## src/rtl/barrel_shifter_pipe.sv

```systemverilog
// Pipelined barrel shifter: one registered stage per shift-amount bit, valid/ready stream.
// Define BARREL_SHIFTER_PIPE_ARITH_EN to build the arithmetic right shift (sign fill) for mode 10.

module barrel_shifter_pipe #(
  parameter  int W = 8,
  localparam int S = $clog2(W)
) (
  input  logic         clk,
  input  logic         reset,
  input  logic         in_valid,
  output logic         in_ready,
  input  logic [W-1:0] in_data,
  input  logic [S-1:0] in_amt,
  input  logic         in_dir,
  input  logic [1:0]   in_mode,
  output logic         out_valid,
  input  logic         out_ready,
  output logic [W-1:0] out_data
);

  logic [S-1:0] valid_q;
  logic [S-1:0] adv;
  logic [S-1:0] load;
  logic [W-1:0] data_q   [S];
  logic [S-1:0] amt_q    [S];
  logic         dir_q    [S];
  logic [1:0]   mode_q   [S];
  logic [W-1:0] src_data [S];
  logic [S-1:0] src_amt  [S];
  logic         src_dir  [S];
  logic [1:0]   src_mode [S];
  logic [W-1:0] shifted  [S];
`ifdef BARREL_SHIFTER_PIPE_ARITH_EN
  logic         sign_q   [S];
  logic         src_sign [S];
`endif

  // Walk from the output back to stage 0: a stage may move on when the slot after it has room.
  always_comb begin
    logic room;
    room = out_ready;
    adv  = '0;
    for (int k = S - 1; k >= 0; k--) begin
      adv[k] = valid_q[k] && room;
      room   = !valid_q[k] || adv[k];
    end
    in_ready = !reset && room;
    load     = adv << 1;
    load[0]  = in_valid && in_ready;
  end

  always_comb begin
    int p;
    int sh;
    for (int k = 0; k < S; k++) begin
      p  = (k == 0) ? 0 : k - 1;
      sh = 1 << k;
      src_data[k] = (k == 0) ? in_data : data_q[p];
      src_amt[k]  = (k == 0) ? in_amt  : amt_q[p];
      src_dir[k]  = (k == 0) ? in_dir  : dir_q[p];
      src_mode[k] = (k == 0) ? in_mode : mode_q[p];
`ifdef BARREL_SHIFTER_PIPE_ARITH_EN
      src_sign[k] = (k == 0) ? in_data[W-1] : sign_q[p];
`endif
      shifted[k] = src_data[k];
      if (src_amt[k][k]) begin
        if (src_mode[k] == 2'b01 || src_mode[k] == 2'b10)
          shifted[k] = src_dir[k] ? (src_data[k] >> sh) : (src_data[k] << sh);
        else
          shifted[k] = src_dir[k] ? ((src_data[k] >> sh) | (src_data[k] << (W - sh)))
                                  : ((src_data[k] << sh) | (src_data[k] >> (W - sh)));
`ifdef BARREL_SHIFTER_PIPE_ARITH_EN
        // The sign rides along from stage 0 so every stage fills with the operand's original MSB.
        if (src_mode[k] == 2'b10 && src_dir[k] && src_sign[k])
          shifted[k] = shifted[k] | ~({W{1'b1}} >> sh);
`endif
      end
    end
  end

  always_ff @(posedge clk) begin
    if (reset) begin
      valid_q <= '0;
      for (int k = 0; k < S; k++) begin
        data_q[k] <= '0;
        amt_q[k]  <= '0;
        dir_q[k]  <= 1'b0;
        mode_q[k] <= '0;
`ifdef BARREL_SHIFTER_PIPE_ARITH_EN
        sign_q[k] <= 1'b0;
`endif
      end
    end else begin
      for (int k = 0; k < S; k++) begin
        if (load[k]) begin
          valid_q[k] <= 1'b1;
          data_q[k]  <= shifted[k];
          amt_q[k]   <= src_amt[k];
          dir_q[k]   <= src_dir[k];
          mode_q[k]  <= src_mode[k];
`ifdef BARREL_SHIFTER_PIPE_ARITH_EN
          sign_q[k]  <= src_sign[k];
`endif
        end else if (adv[k]) begin
          valid_q[k] <= 1'b0;
        end
      end
    end
  end

  assign out_valid = valid_q[S-1];
  assign out_data  = data_q[S-1];

endmodule

```

## config.mk

```make
export PLATFORM = sky130hd
export DESIGN_NAME = barrel_shifter_pipe
export DESIGN_NICKNAME = d
export VERILOG_FILES = /design/src/rtl/barrel_shifter_pipe.sv
export SDC_FILE = /design/constraint.sdc
export NUM_CORES = 1
export LEC_CHECK = 0
export ABC_AREA = 0
export CORE_MARGIN = 4
export CORE_UTILIZATION = 59
export DETAILED_ROUTE_END_ITERATION = 10
export HOLD_SLACK_MARGIN = 0.15
export PLACE_DENSITY = 0.85
export SYNTH_ARGS = -nofsm -noshare
export SYNTH_HDL_FRONTEND = slang
export SYNTH_SLANG_ARGS = --single-unit
```

## constraint.sdc

```tcl
create_clock -name clk -period 2.2 [get_ports clk]
set_input_delay 0.33 -clock clk [delete_from_list [all_inputs] [get_ports clk]]
set_output_delay 0.33 -clock clk [all_outputs]
set_load 0.02 [all_outputs]
```

==> impl_metrics.prom, run 1 <==
# TYPE chip_impl_metric gauge
chip_impl_info{name="outcome",value="finished clean"} 1
chip_impl_metric{name="grt_pass1_vias",unit=""} 1307
chip_impl_metric{name="placedInstanceArea",unit="µm²"} 2280
chip_impl_metric{name="clkSlewWorstSetupHoldPaths",unit="ns"} 0.11
chip_impl_metric{name="num_vias",unit=""} 1327
chip_impl_metric{name="cellPowerDensity",unit="nW/µm²"} 700
chip_impl_metric{name="max_slew_margin",unit=""} 0.563
chip_impl_metric{name="placementRows",unit=""} 21
chip_impl_metric{name="antenna_found_initial",unit=""} 0
chip_impl_metric{name="final.fill_count",unit=""} 234
chip_impl_metric{name="core_region_area",unit="µm²"} 3340
chip_impl_metric{name="fraction_of_layout_instances_using_a_drive_strength_above_1",unit=""} 0.168
chip_impl_metric{name="max_rail_drop_vdd",unit="µV"} 327
chip_impl_metric{name="arrival",unit="ns"} 1.65
chip_impl_metric{name="cts-buffers-inserted",unit=""} 5
chip_impl_info{name="worstSetupPathType",value="input port to output port"} 1
chip_impl_metric{name="grt.overflow.total",unit=""} 0
chip_impl_metric{name="share_of_synthesized_cell_area_in_full_adder_half_adder_and_majority_cells",unit=""} 0
chip_impl_metric{name="post_synth_arst_share",unit=""} 0
chip_impl_metric{name="drc_viols",unit=""} 0
chip_impl_info{name="synth.most_common_cell",value="sky130_fd_sc_hd__edfxtp_1"} 1
chip_impl_info{name="yosysTopAreaCell",value="sky130_fd_sc_hd__edfxtp_1"} 1
chip_impl_metric{name="timing.final.crit_share",unit=""} 0.899
chip_impl_metric{name="synth_simple_gate_area_share",unit=""} 0.136
chip_impl_metric{name="pins_over_slew_limit",unit=""} 0
chip_impl_metric{name="net_count_of_the_mapped_netlist",unit=""} 177
chip_impl_metric{name="synthesis.yosys.warnings",unit=""} 0
chip_impl_metric{name="grtUsageTotal",unit=""} 0.188
chip_impl_metric{name="setup_viol",unit=""} 0
chip_impl_metric{name="cts_post_setup_buffers_inserted",unit=""} 0
chip_impl_metric{name="cts_hold_buf",unit=""} 0
chip_impl_metric{name="drt_initial_violations",unit=""} 61
chip_impl_info{name="cts_root_buf",value="sky130_fd_sc_hd__clkbuf_4"} 1
chip_impl_metric{name="synth_edf_count",unit=""} 33
chip_impl_metric{name="gpl.final_weighted_congestion",unit=""} 0.811
chip_impl_metric{name="yosys_register_bits",unit=""} 36
chip_impl_metric{name="post_synthesis_sequential_area_ratio",unit=""} 0.513
chip_impl_metric{name="die_h",unit="µm"} 66.9
chip_impl_metric{name="synth-compound-area-share",unit=""} 0.170
chip_impl_info{name="worst_path_dominant_cell_family",value="buffers and inverters"} 1
chip_impl_metric{name="wl",unit="mm"} 3.62
chip_impl_metric{name="number_of_nets_in_the_finished_design",unit=""} 196
chip_impl_metric{name="power.switching",unit="W"} 0.000412
chip_impl_metric{name="pin_count_of_the_biggest_net_entering_global_routing",unit=""} 34
chip_impl_metric{name="syn_inst",unit=""} 159
chip_impl_metric{name="port_buffers",unit=""} 27
chip_impl_info{name="ys_top_cells_by_area",value="sky130_fd_sc_hd__edfxtp_1, sky130_fd_sc_hd__mux2i_1, sky130_fd_sc_hd__a2111oi_2"} 1
chip_impl_metric{name="detailedRoute.firstPassIterationCount",unit=""} 4
chip_impl_metric{name="antenna-diode-count",unit=""} 0
chip_impl_metric{name="synthXorXnorAreaFrac",unit=""} 0.0165
chip_impl_metric{name="synthesis.area_per_instance",unit="µm²"} 12.9
chip_impl_metric{name="logic_gate_share_of_total_power",unit=""} 0.170
chip_impl_info{name="min_delay_worst_type",value="register to register"} 1
chip_impl_metric{name="fp.dieW",unit="µm"} 66.9
chip_impl_metric{name="ioPinCount",unit=""} 28
chip_impl_metric{name="netlist-cell-type-count",unit=""} 28
chip_impl_metric{name="detail_route.vias_per_cell",unit=""} 5.90
chip_impl_metric{name="wire_per_inst",unit="µm"} 16.1
chip_impl_metric{name="grt_pass1_wl",unit="mm"} 6.00
chip_impl_metric{name="final_area",unit="µm²"} 2380
chip_impl_info{name="synthFlopType",value="sky130_fd_sc_hd__edfxtp_1"} 1
chip_impl_info{name="most_frequent_cells_after_synthesis",value="sky130_fd_sc_hd__edfxtp_1, sky130_fd_sc_hd__nor2_1, sky130_fd_sc_hd__mux2i_1, sky130_fd_sc_hd__a2111oi_2, sky130_fd_sc_hd__buf_4"} 1
chip_impl_metric{name="place.detailed.hpwl",unit="mm"} 2.64
chip_impl_metric{name="clockBufferDepth",unit=""} 2
chip_impl_info{name="kind_of_capture_point_of_the_worst_setup_path",value="output port"} 1
chip_impl_metric{name="fmax",unit="MHz"} 506
chip_impl_metric{name="post_synthesis_cell_area",unit="µm²"} 2050
chip_impl_metric{name="leakage",unit="nW"} 0.809
chip_impl_metric{name="htree_num_levels",unit=""} 2
chip_impl_metric{name="clk-insertion-delay-late",unit="ns"} 0.34
chip_impl_info{name="crit_slowest_cell",value="sky130_fd_sc_hd__clkdlybuf4s50_1"} 1
chip_impl_metric{name="max_stage_delay",unit="ns"} 0.63
chip_impl_metric{name="share_clk_of_total_power",unit=""} 0.313
chip_impl_metric{name="area_growth",unit="%"} 16.0
chip_impl_metric{name="multi_input_comb_area",unit="µm²"} 841
chip_impl_metric{name="detail-route-antenna-nets",unit=""} 0
chip_impl_metric{name="synth_largest_type_area_fraction",unit=""} 0.484
chip_impl_info{name="grt_setup_unrepaired",value="no"} 1
chip_impl_metric{name="period_needed",unit="ns"} 1.98
chip_impl_metric{name="hold_viol",unit=""} 0
chip_impl_metric{name="total_negative_slack",unit="ns"} 0
chip_impl_metric{name="max_slew.worst_pin.slew",unit="ns"} 0.656
chip_impl_info{name="synth_top_family_by_area",value="compound AO/OA/AOI/OAI gates"} 1
chip_impl_metric{name="clock-skew-final",unit="ns"} 0.00654
chip_impl_metric{name="ctsResizeCount",unit=""} 0
chip_impl_metric{name="critPathMaxFanout",unit=""} 2
chip_impl_info{name="worstPathCellList",value="clkdlybuf4s50_1 > nor2b_1 > a31oi_1 > clkdlybuf4s50_1"} 1
chip_impl_metric{name="post_synth_mux_area_share",unit=""} 0.0880
chip_impl_metric{name="clkSinkCount",unit=""} 36
chip_impl_metric{name="seq_power_share",unit=""} 0.517
chip_impl_info{name="tritoncts",value="done"} 1
chip_impl_metric{name="p_int",unit="W"} 0.00125
chip_impl_metric{name="start_util",unit=""} 0.614
chip_impl_metric{name="seqCellArea",unit="µm²"} 1050
chip_impl_metric{name="die_area",unit="µm²"} 4480
chip_impl_metric{name="worst_ep_required_time",unit="ns"} 1.87
chip_impl_info{name="cp-start-kind",value="input port"} 1
chip_impl_metric{name="p_sw_frac",unit=""} 0.248
chip_impl_metric{name="max_cap_violations",unit=""} 0
chip_impl_metric{name="critical_path_buf_inv_count",unit=""} 2
chip_impl_info{name="critPathMostFrequentCell",value="sky130_fd_sc_hd__clkdlybuf4s50_1"} 1
metrics by stage:
step | cells | total power [W] | utilization | setup WS [ns] | hold WS (ns)
2_1_floorplan | 159 | 0.00107 | - | 0.743 | 0.459
3_3_place_gp | 217 | 0.00114 | 0.684 | 0.230 | 0.542
3_5_place_dp | 217 | 0.00116 | 0.684 | 0.222 | 0.564
4_1_cts | 225 | 0.00168 | 0.712 | 0.216 | 0.565
5_1_grt | 225 | 0.00174 | 0.712 | 0.134 | 0.598
6_report | 225 | 0.00166 | 0.712 | 0.223 | 0.584
kinds of logic (layout without fill, tap and decap cells):
logic type	count (synthesis)	after routing
simple gates	51	51
buf+inv	22	42
flops	36	36
mux	18	18
xor+xnor	3	3
compound gates	29	29
power groups by stage:
stage	clock network, W	logic [W]	registers, W
4_1_cts	0.000532	0.000284	0.000860
5_1_grt	0.000568	0.000305	0.000866
3_3_place_gp	0	0.000271	0.000869
3_5_place_dp	0	0.000283	0.000875
6_report	0.000521	0.000283	0.000860
2_1_floorplan	0	0.000224	0.000850
worst min-delay path, stage by stage (launching register included):
cell,delay [ns]
sky130_fd_sc_hd__dfxtp_1,0.37
sky130_fd_sc_hd__nand3_1,0.11
sky130_fd_sc_hd__a21oi_1,0.07
state kept, by name (all words and copies together), names as in the netlist:
signal / count
valid_q: 3
amt_q: 3
data_q: 24
mode_q: 4
dir_q: 2
path summary, 6_finish.rpt:
check	depth (start not counted)	end	slack, ns	startpoint
setup / recovery	4	in_ready	0.22	out_ready
hold / removal	2	valid_q[0]	0.58	valid_q[0]
setup reg to reg	3	data_q[0][8]	0.55	dir_q[0][0]
hold reg to reg	2	valid_q[0]	0.58	valid_q[0]
layout make-up:
type,instances,area share
Multi-Input combinational cell,101,0.354
Timing Repair Buffer,33,0.138
Tap cell,46,0.0242
Inverter,1,0.00158
Clock inverter,1,0.0126
Sequential cell,36,0.442
Clock buffer,7,0.0274
layout by cell type, fill, tap and decap left out:
master / count
sky130_fd_sc_hd__edfxtp_1: 33
sky130_fd_sc_hd__clkdlybuf4s50_1: 27
sky130_fd_sc_hd__nor2_1: 20
sky130_fd_sc_hd__mux2i_1: 18
sky130_fd_sc_hd__a2111oi_2: 11
sky130_fd_sc_hd__nor3b_1: 10
sky130_fd_sc_hd__nor4_1: 8
sky130_fd_sc_hd__clkbuf_4: 5
sky130_fd_sc_hd__buf_4: 5
sky130_fd_sc_hd__nor2b_1: 4
sky130_fd_sc_hd__a31oi_1: 4
sky130_fd_sc_hd__nand2_1: 3
sky130_fd_sc_hd__a21o_1: 3
sky130_fd_sc_hd__a22oi_1: 3
sky130_fd_sc_hd__and2b_1: 3
sky130_fd_sc_hd__a2111oi_0: 3
sky130_fd_sc_hd__dfxtp_1: 3
sky130_fd_sc_hd__xnor2_1: 2
sky130_fd_sc_hd__a2111oi_4: 2
sky130_fd_sc_hd__a21oi_1: 2
sky130_fd_sc_hd__clkbuf_8: 2
sky130_fd_sc_hd__nand3_1: 1
sky130_fd_sc_hd__nand2b_1: 1
sky130_fd_sc_hd__or2_4: 1
sky130_fd_sc_hd__a22oi_4: 1
sky130_fd_sc_hd__xnor2_2: 1
sky130_fd_sc_hd__inv_1: 1
sky130_fd_sc_hd__bufinv_16: 1
sky130_fd_sc_hd__buf_12: 1
metal layers:
metal | global-route usage | vias to the layer above | wire (µm)
li1 | - | 650 | -
met1 | 0.205 | 627 | 1420
met2 | 0.316 | 42 | 1920
met3 | 0.0624 | 8 | 182
met4 | 0.114 | 0 | 97
met5 | 0 | - | 0
Power figures use the tool's default switching activity.
==> inputs of run 2 (changes only) <==
CORE_MARGIN = unset   (was 4)
==> run 2 against run 1 <==
Critical path depth unchanged. Count of clock-buffer cells in the layout decreased by 2. Critical endpoint unchanged. Maximum frequency decreased by 0.64%. Hold slack got worse by 0.015 ns. Die area decreased by 17%. Power increased by 11%. Clock skew increased by 0.0050 ns. First-iteration DRC count decreased by 26%. Clock power increased by 34%. Cell count unchanged. Wire length increased by 3.0%. Register-to-register slack improved by 0.07 ns.
==> impl_metrics.prom, run 2 (same netlist as run 1, synthesis figures left out) <==
# TYPE chip_impl_metric gauge
chip_impl_metric{name="start_util",unit=""} 0.614
chip_impl_metric{name="p_int",unit="W"} 0.00142
chip_impl_info{name="outcome",value="finished clean"} 1
chip_impl_metric{name="cellPowerDensity",unit="nW/µm²"} 765
chip_impl_metric{name="detail-route-antenna-nets",unit=""} 0
chip_impl_metric{name="logic_gate_share_of_total_power",unit=""} 0.154
chip_impl_metric{name="placed_cells",unit=""} 217
chip_impl_metric{name="num_vias",unit=""} 1337
chip_impl_metric{name="die_h",unit="µm"} 60.9
chip_impl_metric{name="largest_register_ffs",unit=""} 24
chip_impl_metric{name="hold_ws",unit="ns"} 0.569
chip_impl_metric{name="pin_count_of_the_biggest_net_entering_global_routing",unit=""} 34
chip_impl_metric{name="port_buffers",unit=""} 27
chip_impl_info{name="min_delay_worst_type",value="input port to register"} 1
chip_impl_metric{name="total_negative_slack",unit="ns"} 0
chip_impl_metric{name="wl",unit="mm"} 3.73
chip_impl_metric{name="wire_per_inst",unit="µm"} 16.6
chip_impl_metric{name="gpl.final_weighted_congestion",unit=""} 0.829
chip_impl_info{name="worstSetupPathType",value="input port to output port"} 1
chip_impl_metric{name="hold_viol",unit=""} 0
chip_impl_metric{name="cts_post_setup_buffers_inserted",unit=""} 0
chip_impl_metric{name="worst_ep_required_time",unit="ns"} 1.87
chip_impl_info{name="tritoncts",value="done"} 1
chip_impl_metric{name="arrival",unit="ns"} 1.66
chip_impl_metric{name="grt.overflow.total",unit=""} 0
chip_impl_metric{name="post_layout_instance_count_excluding_filler_cells",unit=""} 225
chip_impl_metric{name="drc_viols",unit=""} 0
chip_impl_metric{name="fmax",unit="MHz"} 503
chip_impl_info{name="reg.largest.list",value="data_q x24, mode_q x4"} 1
chip_impl_metric{name="number_of_nets_in_the_finished_design",unit=""} 196
chip_impl_metric{name="final.fill_count",unit=""} 247
chip_impl_metric{name="seqCellArea",unit="µm²"} 1050
chip_impl_metric{name="max_slew.worst_pin.slew",unit="ns"} 0.670
chip_impl_info{name="final_common_cell",value="sky130_fd_sc_hd__edfxtp_1"} 1
chip_impl_metric{name="cts-buffers-inserted",unit=""} 5
chip_impl_metric{name="grtUsageTotal",unit=""} 0.226
chip_impl_metric{name="clkSlewWorstSetupHoldPaths",unit="ns"} 0.11
chip_impl_metric{name="core_region_area",unit="µm²"} 3340
chip_impl_metric{name="p_sw_frac",unit=""} 0.231
chip_impl_metric{name="power.switching",unit="W"} 0.000425
chip_impl_metric{name="max_rail_drop_vdd",unit="µV"} 432
chip_impl_metric{name="pins_over_slew_limit",unit=""} 0
chip_impl_metric{name="drt_initial_violations",unit=""} 45
chip_impl_metric{name="finalPower",unit="W"} 0.00184
chip_impl_metric{name="clockBufferDepth",unit=""} 2
chip_impl_metric{name="fraction_of_layout_instances_using_a_drive_strength_above_1",unit=""} 0.168
chip_impl_metric{name="clk-insertion-delay-late",unit="ns"} 0.35
chip_impl_info{name="most-common-layout-cells",value="sky130_fd_sc_hd__edfxtp_1, sky130_fd_sc_hd__clkdlybuf4s50_1, sky130_fd_sc_hd__nor2_1"} 1
chip_impl_metric{name="share_clk_of_total_power",unit=""} 0.379
chip_impl_metric{name="grt_pass1_vias",unit=""} 1256
chip_impl_metric{name="multi_input_comb_area",unit="µm²"} 841
chip_impl_info{name="cp-start-kind",value="input port"} 1
chip_impl_metric{name="max_slew_margin",unit=""} 0.553
chip_impl_metric{name="die_area",unit="µm²"} 3710
chip_impl_metric{name="area_growth",unit="%"} 17.6
chip_impl_metric{name="seq_power_share",unit=""} 0.467
chip_impl_metric{name="period_needed",unit="ns"} 1.99
chip_impl_metric{name="cts_hold_buf",unit=""} 0
chip_impl_info{name="grt_setup_unrepaired",value="no"} 1
chip_impl_metric{name="clkSinkCount",unit=""} 36
chip_impl_info{name="cts_root_buf",value="sky130_fd_sc_hd__clkbuf_4"} 1
chip_impl_metric{name="antenna_found_initial",unit=""} 0
chip_impl_metric{name="detail_route.vias_per_cell",unit=""} 5.94
chip_impl_metric{name="max_cap_violations",unit=""} 0
chip_impl_metric{name="place.detailed.hpwl",unit="mm"} 2.55
chip_impl_metric{name="clock-skew-final",unit="ns"} 0.0115
chip_impl_metric{name="ctsResizeCount",unit=""} 0
chip_impl_metric{name="placementRows",unit=""} 21
chip_impl_metric{name="detailedRoute.firstPassIterationCount",unit=""} 4
chip_impl_metric{name="timing.final.crit_share",unit=""} 0.904
chip_impl_metric{name="grt_pass1_wl",unit="mm"} 5.80
chip_impl_metric{name="antenna-diode-count",unit=""} 0
chip_impl_metric{name="htree_num_levels",unit=""} 2
chip_impl_metric{name="fp.dieW",unit="µm"} 60.9
chip_impl_metric{name="critPathMaxFanout",unit=""} 2
chip_impl_metric{name="post-route-util",unit=""} 0.722
chip_impl_info{name="top_register",value="data_q"} 1
chip_impl_metric{name="leakage",unit="nW"} 0.823
chip_impl_info{name="kind_of_capture_point_of_the_worst_setup_path",value="output port"} 1
chip_impl_metric{name="ioPinCount",unit=""} 28
chip_impl_metric{name="setup_viol",unit=""} 0
==> run 2: power groups by stage <==
stage | logic (W) | clock network (W) | registers [W]
finish | 0.000284 | 0.000698 | 0.000861
global route | 0.000307 | 0.000731 | 0.000868
CTS | 0.000285 | 0.000702 | 0.000860
detailed placement | 0.000283 | 0 | 0.000875
global placement | 0.000270 | 0 | 0.000870
floorplan | 0.000224 | 0 | 0.000850
==> run 2: final cells by class <==
cell class / instances / share of cell area
multi-input cells: 101 / 0.349
flip-flops and latches: 36 / 0.436
clock buffers: 5 / 0.0156
clock inverters: 3 / 0.0374
inverters: 1 / 0.00156
repair buffers: 33 / 0.136
well taps: 46 / 0.0239
==> run 2: worst paths after layout <==
| kind | from | to | slack [ns] | cells after the start |
|---|---|---|---|---|
| hold / removal | in_valid | valid_q[0] | 0.57 | 3 |
| hold reg to reg | valid_q[0] | valid_q[0] | 0.57 | 2 |
| setup / recovery | out_ready | in_ready | 0.21 | 4 |
| setup reg to reg | dir_q[0][0] | data_q[0][8] | 0.62 | 3 |
==> run 2: per-stage QoR <==
step	area, µm²	worst slack (ns)
floorplan	2050	0.743
global placement	2280	0.237
detailed placement	2280	0.215
CTS	2410	0.208
global route	2410	0.158
finish	2410	0.210
==> run 2: critical path: stages <==
cell and delay (ns):
sky130_fd_sc_hd__clkdlybuf4s50_1 0.47, sky130_fd_sc_hd__nor2b_1 0.06, sky130_fd_sc_hd__a31oi_1 0.17, sky130_fd_sc_hd__clkdlybuf4s50_1 0.62
==> run 2: metal layers <==
metal	share of wire	vias to the layer above	track usage	routed length, µm
met5	0	-	0	0
met4	0.021	0	0.120	78
met3	0.041	9	0.0576	152
met2	0.55	37	0.410	2050
met1	0.39	645	0.241	1450
li1	-	646	-	-
==> inputs of run 3 (changes only) <==
CTS_CLUSTER_DIAMETER = 60   (was unset)
==> results of run 3 <==
The final DEF is identical to that of run 2; final timing and power are the same.
